===== src/rtl/riscv_mem_arbiter_if.sv =====
// Mask-select encoding and the bundled request/grant/RAM bus for riscv_mem_arbiter.
// The arbiter uses the slave modport; the core/RAM side uses the master modport.
package riscv_mem_arbiter_pkg;
  typedef enum logic [1:0] {
    MASK_B = 2'b00,
    MASK_H = 2'b01,
    MASK_X = 2'b10
  } mask_sel_e;
endpackage

interface riscv_mem_arbiter_if #(
  parameter int WORD_LENGTH = 32
);
  logic                               if_req;
  logic [WORD_LENGTH-1:0]             if_addr;
  logic                               if_flush;
  logic                               if_gnt;
  logic                               if_rvalid;
  logic [WORD_LENGTH-1:0]             if_rdata;

  logic                               ls_req;
  logic                               ls_we;
  logic [WORD_LENGTH-1:0]             ls_addr;
  logic [WORD_LENGTH-1:0]             ls_wdata;
  riscv_mem_arbiter_pkg::mask_sel_e   ls_mask;
  logic                               ls_gnt;
  logic                               ls_rvalid;
  logic [WORD_LENGTH-1:0]             ls_rdata;
  logic                               ls_err;

  logic [WORD_LENGTH-1:0]             ram_addr;
  logic                               ram_we;
  logic [WORD_LENGTH-1:0]             ram_wdata;
  riscv_mem_arbiter_pkg::mask_sel_e   ram_mask_sel;
  logic [WORD_LENGTH-1:0]             ram_rdata;

  modport slave (
    input  if_req, if_addr, if_flush,
    output if_gnt, if_rvalid, if_rdata,
    input  ls_req, ls_we, ls_addr, ls_wdata, ls_mask,
    output ls_gnt, ls_rvalid, ls_rdata, ls_err,
    output ram_addr, ram_we, ram_wdata, ram_mask_sel,
    input  ram_rdata
  );

  modport master (
    output if_req, if_addr, if_flush,
    input  if_gnt, if_rvalid, if_rdata,
    output ls_req, ls_we, ls_addr, ls_wdata, ls_mask,
    input  ls_gnt, ls_rvalid, ls_rdata, ls_err,
    input  ram_addr, ram_we, ram_wdata, ram_mask_sel,
    output ram_rdata
  );
endinterface


===== src/rtl/riscv_mem_arbiter.sv =====
// Fetch/LSU arbiter for a single RAM port: data-over-fetch priority with a bounded data streak.
// Optional alignment checking is enabled by defining RISCV_MEM_ALIGN_CHECK_EN.
module riscv_mem_arbiter #(
  parameter int WORD_LENGTH     = 32,
  parameter int MAX_DATA_STREAK = 4
) (
  input  logic                     clk,
  input  logic                     rst_n,
  riscv_mem_arbiter_if.slave       bus
);
  import riscv_mem_arbiter_pkg::*;

  localparam int STREAK_W = $clog2(MAX_DATA_STREAK + 1);
  localparam logic [STREAK_W-1:0] STREAK_MAX = STREAK_W'(MAX_DATA_STREAK);

  typedef enum logic [1:0] {
    OWN_NONE = 2'b00,
    OWN_IF   = 2'b01,
    OWN_LS   = 2'b10
  } owner_e;

  owner_e                 owner_q, owner_d;
  logic [STREAK_W-1:0]    streak_q, streak_d;
  logic [WORD_LENGTH-1:0] addr_q;
  logic                   store_q, store_d;
  logic                   err_q, err_d;

  logic                   ls_win, if_win;
  logic                   ls_misalign, if_misalign;
  logic [WORD_LENGTH-1:0] addr_mux;

`ifdef RISCV_MEM_ALIGN_CHECK_EN
  assign ls_misalign = ((bus.ls_mask == MASK_H) && bus.ls_addr[0]) ||
                       ((bus.ls_mask == MASK_X) && (bus.ls_addr[1:0] != 2'b00));
  assign if_misalign = (bus.if_addr[1:0] != 2'b00);
`else
  assign ls_misalign = 1'b0;
  assign if_misalign = 1'b0;
`endif

  always_ff @(posedge clk or negedge rst_n) begin
    if (!rst_n) begin
      owner_q  <= OWN_NONE;
      streak_q <= '0;
      addr_q   <= '0;
      store_q  <= 1'b0;
      err_q    <= 1'b0;
    end else begin
      owner_q  <= owner_d;
      streak_q <= streak_d;
      addr_q   <= addr_mux;
      store_q  <= store_d;
      err_q    <= err_d;
    end
  end

  // The streak only counts data grants that made a waiting fetch lose.
  always_comb begin
    ls_win   = bus.ls_req && (!bus.if_req || (streak_q < STREAK_MAX));
    if_win   = bus.if_req && !ls_win;
    owner_d  = OWN_NONE;
    streak_d = streak_q;
    store_d  = 1'b0;
    err_d    = 1'b0;
    addr_mux = addr_q;
    if (ls_win) begin
      owner_d  = OWN_LS;
      store_d  = bus.ls_we;
      err_d    = ls_misalign;
      addr_mux = bus.ls_addr;
    end else if (if_win) begin
      owner_d  = OWN_IF;
      err_d    = if_misalign;
      addr_mux = bus.if_addr;
    end
    if (!bus.if_req || if_win) begin
      streak_d = '0;
    end else if (ls_win && (streak_q < STREAK_MAX)) begin
      streak_d = streak_q + 1'b1;
    end
  end

  assign bus.if_gnt       = if_win;
  assign bus.ls_gnt       = ls_win;
  assign bus.ram_addr     = addr_mux;
  assign bus.ram_we       = ls_win && bus.ls_we && !ls_misalign;
  assign bus.ram_wdata    = ls_win ? bus.ls_wdata : '0;
  assign bus.ram_mask_sel = ls_win ? bus.ls_mask : MASK_X;

  // Responses are a single-cycle pulse driven from the owner captured at grant time.
  assign bus.if_rvalid = (owner_q == OWN_IF) && !bus.if_flush;
  assign bus.if_rdata  = (bus.if_rvalid && !err_q) ? bus.ram_rdata : '0;
  assign bus.ls_rvalid = (owner_q == OWN_LS);
  assign bus.ls_rdata  = (bus.ls_rvalid && !store_q && !err_q) ? bus.ram_rdata : '0;

`ifdef RISCV_MEM_ALIGN_CHECK_EN
  assign bus.ls_err = bus.ls_rvalid && err_q;
`else
  assign bus.ls_err = 1'b0;
`endif

endmodule

===== src/flat_wrapper.sv =====
// flat-port wrapper written by rule: the top's interface ports become plain ports
module riscv_mem_arbiter_flat import riscv_mem_arbiter_pkg::*;
#(
  parameter int WORD_LENGTH     = 32,
  parameter int MAX_DATA_STREAK = 4
)
  (clk, rst_n, bus_if_req, bus_if_addr, bus_if_flush, bus_if_gnt, bus_if_rvalid, bus_if_rdata, bus_ls_req, bus_ls_we, bus_ls_addr, bus_ls_wdata, bus_ls_mask, bus_ls_gnt, bus_ls_rvalid, bus_ls_rdata, bus_ls_err, bus_ram_addr, bus_ram_we, bus_ram_wdata, bus_ram_mask_sel, bus_ram_rdata);
  riscv_mem_arbiter_if #(.WORD_LENGTH(WORD_LENGTH)) bus_i ();
  input  logic clk;
  input  logic rst_n;
  input wire logic [$bits(bus_i.if_req)-1:0] bus_if_req;
  input wire logic [$bits(bus_i.if_addr)-1:0] bus_if_addr;
  input wire logic [$bits(bus_i.if_flush)-1:0] bus_if_flush;
  output wire logic [$bits(bus_i.if_gnt)-1:0] bus_if_gnt;
  output wire logic [$bits(bus_i.if_rvalid)-1:0] bus_if_rvalid;
  output wire logic [$bits(bus_i.if_rdata)-1:0] bus_if_rdata;
  input wire logic [$bits(bus_i.ls_req)-1:0] bus_ls_req;
  input wire logic [$bits(bus_i.ls_we)-1:0] bus_ls_we;
  input wire logic [$bits(bus_i.ls_addr)-1:0] bus_ls_addr;
  input wire logic [$bits(bus_i.ls_wdata)-1:0] bus_ls_wdata;
  input wire logic [$bits(bus_i.ls_mask)-1:0] bus_ls_mask;
  output wire logic [$bits(bus_i.ls_gnt)-1:0] bus_ls_gnt;
  output wire logic [$bits(bus_i.ls_rvalid)-1:0] bus_ls_rvalid;
  output wire logic [$bits(bus_i.ls_rdata)-1:0] bus_ls_rdata;
  output wire logic [$bits(bus_i.ls_err)-1:0] bus_ls_err;
  output wire logic [$bits(bus_i.ram_addr)-1:0] bus_ram_addr;
  output wire logic [$bits(bus_i.ram_we)-1:0] bus_ram_we;
  output wire logic [$bits(bus_i.ram_wdata)-1:0] bus_ram_wdata;
  output wire logic [$bits(bus_i.ram_mask_sel)-1:0] bus_ram_mask_sel;
  input wire logic [$bits(bus_i.ram_rdata)-1:0] bus_ram_rdata;
  assign bus_i.if_req = bus_if_req;
  assign bus_i.if_addr = bus_if_addr;
  assign bus_i.if_flush = bus_if_flush;
  assign bus_if_gnt = bus_i.if_gnt;
  assign bus_if_rvalid = bus_i.if_rvalid;
  assign bus_if_rdata = bus_i.if_rdata;
  assign bus_i.ls_req = bus_ls_req;
  assign bus_i.ls_we = bus_ls_we;
  assign bus_i.ls_addr = bus_ls_addr;
  assign bus_i.ls_wdata = bus_ls_wdata;
  assign bus_i.ls_mask = bus_ls_mask;
  assign bus_ls_gnt = bus_i.ls_gnt;
  assign bus_ls_rvalid = bus_i.ls_rvalid;
  assign bus_ls_rdata = bus_i.ls_rdata;
  assign bus_ls_err = bus_i.ls_err;
  assign bus_ram_addr = bus_i.ram_addr;
  assign bus_ram_we = bus_i.ram_we;
  assign bus_ram_wdata = bus_i.ram_wdata;
  assign bus_ram_mask_sel = bus_i.ram_mask_sel;
  assign bus_i.ram_rdata = bus_ram_rdata;
  riscv_mem_arbiter #(.WORD_LENGTH(WORD_LENGTH), .MAX_DATA_STREAK(MAX_DATA_STREAK)) u_core (.clk(clk), .rst_n(rst_n), .bus(bus_i));
endmodule

===== config.mk =====
export PLATFORM = sky130hd
export DESIGN_NAME = riscv_mem_arbiter_flat
export DESIGN_NICKNAME = d
export VERILOG_FILES = /design/src/rtl/riscv_mem_arbiter_if.sv /design/src/rtl/riscv_mem_arbiter.sv /design/src/flat_wrapper.sv
export SDC_FILE = /design/constraint.sdc
export NUM_CORES = 1
export LEC_CHECK = 0
export CORE_AREA = 2 2 106 108
export DETAILED_ROUTE_END_ITERATION = 8
export DIE_AREA = 0 0 108 110
export GPL_TIMING_DRIVEN = 0
export PLACE_DENSITY = 0.75
export SETUP_SLACK_MARGIN = 0.02
export SLEW_MARGIN = 30
export SYNTH_ARGS = -nofsm -noshare
export SYNTH_HDL_FRONTEND = slang
export SYNTH_SLANG_ARGS = --single-unit

===== constraint.sdc =====
create_clock -name clk -period 1.5 [get_ports clk]
set_input_delay 0.225 -clock clk [delete_from_list [all_inputs] [get_ports clk]]
set_output_delay 0.225 -clock clk [all_outputs]
set_load 0.005 [all_outputs]

==> flow_summary.toml <==
[critical_path]
slowest_delay_ns = 0.38
start_kind = "flop"
cp_common_cell = "buf_6"
cp_slowest_cell = "dfrtp_1"
cp-end-kind = "output pin"
crit_chain = "and2b_1 > and2b_4 > buf_6 > buf_8 > and2_4 > buf_6"
crit_path_max_fanout = 6
crit_type = "flop to output pin"
cp_num_buf_inv = 3
crit_arrival_ns = 1.60
worstPathRequired_ns = 1.27
cpLargestDelayFamily = "simple AND/OR/NAND/NOR gates"

[sta]
fmax_mhz = 549
fin_ws_ns = -0.323
maxSlewHeadroom = 0.661
fin_crit_sh = 1.22
period_minus_slack_ns = 1.82
setup_viol = 134
hold_violations = 0
drv_slew = 0
tightest_slew_ns = 0.509
grt_setup_unrepaired = "true"
clock_skew_ns = 0.00401

[drt]
dr_total_vias = 3436
via_per_inst = 4.62
detail_route.wirelength_mm = 14.5
wl_per_cell_um = 19.4
first_pass_iters = 4
drc = 0
drt_iter0_drc = 140
final_antenna_net_count = 0

[floorplanning]
die_x_um = 108
die_h_um = 110
core_mm2 = 0.0107
std_cell_rows = 38
die_area_mm2 = 0.0119
start_util = 0.240
ioPinCount = 272

[yosys]
synth-main-ff-cell = "dfrtp_1"
async_reset_ff_frac = 1.00
synth_area_mm2 = 0.00257
synth_edf_count = 0
ys_seq_area_frac = 0.370
yosysUniqueCellTypes = 28
ys_seq_elements = 38
yosys_warnings = 0
syn_area_per_cell_um2 = 9.37
synth_cells = 274
syn_nets = 411

[place]
placed_cells = 684
post-place-ws_ns = -1.02
dpl-instance-area_mm2 = 0.00546
gp_congestion = 0.781
port-buffer-count = 269
dp_hpwl_mm = 9.70

[clock_network]
cts_tree = "done"
clk_path_buf_depth = 2
cts_sinks = 38
worstSkewPairLatency_ns = 0.29
path_clk_slew_ns = 0.08
cts-buffers-inserted = 5
htree_levels = 2
clockRootBuffer = "clkbuf_8"

[finish]
drive_gt1_frac = 0.574
fin_area_mm2 = 0.00672
fillCellCount = 879
fin_nets = 739
fin_cells = 744
syn2layout_area_growth_pct = 162
final_util = 0.629

[global_routing]
antenna_found_initial = 1
grt_pass1_wl_mm = 18.6
track_usage = 0.202
grt_pass1_vias = 3477
grt_overflow = 0
grt_max_degree = 21

[run]
drv_cap = 0

[status]
status = "complete, but fails checks"
violations = "setup timing"

[pwr]
p_leak_nw = 3.14
powerDensity_mw_per_mm2 = 525
vdd_drop_max_mv = 0.428

[hold_path]
holdCritPathClass = "primary input to flop"
flip-flops by register name (all words and copies together) (netlist names):
| register | count |
|---|---|
| u_core.owner_q | 2 |
| u_core.addr_q | 32 |
| u_core.streak_q | 3 |
| u_core.store_q | 1 |
final timing paths:
path	from	end	slack, ns	cells past startpoint
min in group asynchronous	rst_n	u_core.addr_q[27]$_DFF_PN0_	0.44	2
setup reg to reg	u_core.streak_q[2]$_DFFE_PN0P_	u_core.addr_q[8]$_DFF_PN0_	0.11	5
max in group asynchronous	rst_n	u_core.addr_q[0]$_DFF_PN0_	0.59	3
hold / removal	bus_if_req	u_core.addr_q[21]$_DFF_PN0_	0.41	4
setup / recovery	u_core.owner_q[0]$_DFF_PN0_	bus_ls_rdata[7]	-0.32	6
hold reg to reg	u_core.streak_q[0]$_DFFE_PN0P_	u_core.streak_q[0]$_DFFE_PN0P_	0.44	1
cell usage in the layout, fill, tap and decap left out, types with 11 or more instances in the layout:
master,count
and3_1,21
dfrtp_1,38
and2_4,59
mux2_2,15
inv_1,16
buf_4,18
and3_4,15
buf_2,37
or3_1,17
buf_8,12
clkdlybuf4s50_1,132
o221a_4,11
buf_6,120
Yosys cell counts, types with 2 or more instances:
| master | n | area share |
|---|---|---|
| and2_1 | 64 | 0.16 |
| dfrtp_1 | 38 | 0.37 |
| a21oi_2 | 9 | 0.031 |
| inv_1 | 17 | 0.025 |
| o221a_2 | 8 | 0.035 |
| or3_1 | 17 | 0.041 |
| clkbuf_2 | 3 | 0.0058 |
| nand2b_1 | 2 | 0.0049 |
| a21oi_1 | 6 | 0.012 |
| mux2_2 | 15 | 0.066 |
| buf_6 | 4 | 0.018 |
| o221a_1 | 9 | 0.039 |
| and2b_1 | 2 | 0.0058 |
| o22ai_1 | 15 | 0.037 |
| and3_1 | 36 | 0.088 |
| buf_2 | 4 | 0.0078 |
| clkbuf_1 | 12 | 0.018 |
| buf_4 | 3 | 0.0088 |
stage by stage:
| step | power, W | hold slack [ns] | TNS (ns) |
|---|---|---|---|
| 6_report | 0.00353 | 0.413 | -27.20 |
| 5_1_grt | 0.00371 | 0.411 | -36.05 |
| 4_1_cts | 0.00331 | 0.372 | -37.42 |
| 3_5_place_dp | 0.00242 | 0.225 | -105.65 |
| 3_3_place_gp | 0.00239 | 0.417 | -129.81 |
| 2_1_floorplan | 0.00155 | -0.0706 | 0 |
power by group:
part / switching (W) / total (W) / leakage [nW] / internal [W]
clock: 0.000392 / 0.000763 / 0.0472 / 0.000370
combinational: 0.000584 / 0.00162 / 2.65 / 0.00104
sequential: 0.0000259 / 0.00114 / 0.444 / 0.00111
area by class of cell:
| cell class | instances | area [um2] | area share |
|---|---|---|---|
| Timing Repair Buffer | 324 | 3240 | 0.482 |
| Multi-Input combinational cell | 192 | 1930 | 0.286 |
| Sequential cell | 38 | 951 | 0.141 |
| Buffer | 23 | 253 | 0.0376 |
| Tap cell | 140 | 175 | 0.0261 |
| Clock buffer | 6 | 82.6 | 0.0123 |
| Inverter | 18 | 80.1 | 0.0119 |
| Clock inverter | 2 | 12.5 | 0.00186 |
| Antenna cell | 1 | 2.50 | 0.000372 |
logic make-up after synthesis:
kind of cell	after synthesis	share of synthesized area
buffers and inverters	44	0.0838
other	1	0.00146
adder cells (fa/ha/maj)	1	0.00487
multiplexers	15	0.0658
AND/OR/NAND/NOR	128	0.321
flip-flops	38	0.370
AO/OA/AOI/OAI	47	0.153
metal layers:
| metal | GRT usage | vias to the layer above | share of wire |
|---|---|---|---|
| met5 | 0 | - | 0 |
| met4 | 0.0559 | 0 | 0.022 |
| met3 | 0.0476 | 22 | 0.068 |
| met2 | 0.371 | 158 | 0.54 |
| met1 | 0.235 | 1646 | 0.37 |
| li1 | - | 1610 | - |
worst reg2reg max path, stage by stage, from the launching register on:
cell       delay [ns]
dfrtp_1          0.43
nand2_4          0.18
nand2_8          0.12
clkbuf_16        0.18
o221a_1          0.26
buf_4            0.13
timing repair:
item,in CTS,in global routing
endpoints found under the hold margin,19,0
pin swaps,63,29
setup buffers,33,18
resized for setup,582,226
hold buffers,1,0
setup endpoints to repair,143,133
gates cloned,5,3
No activity file was read; power rests on OpenSTA's default activity.
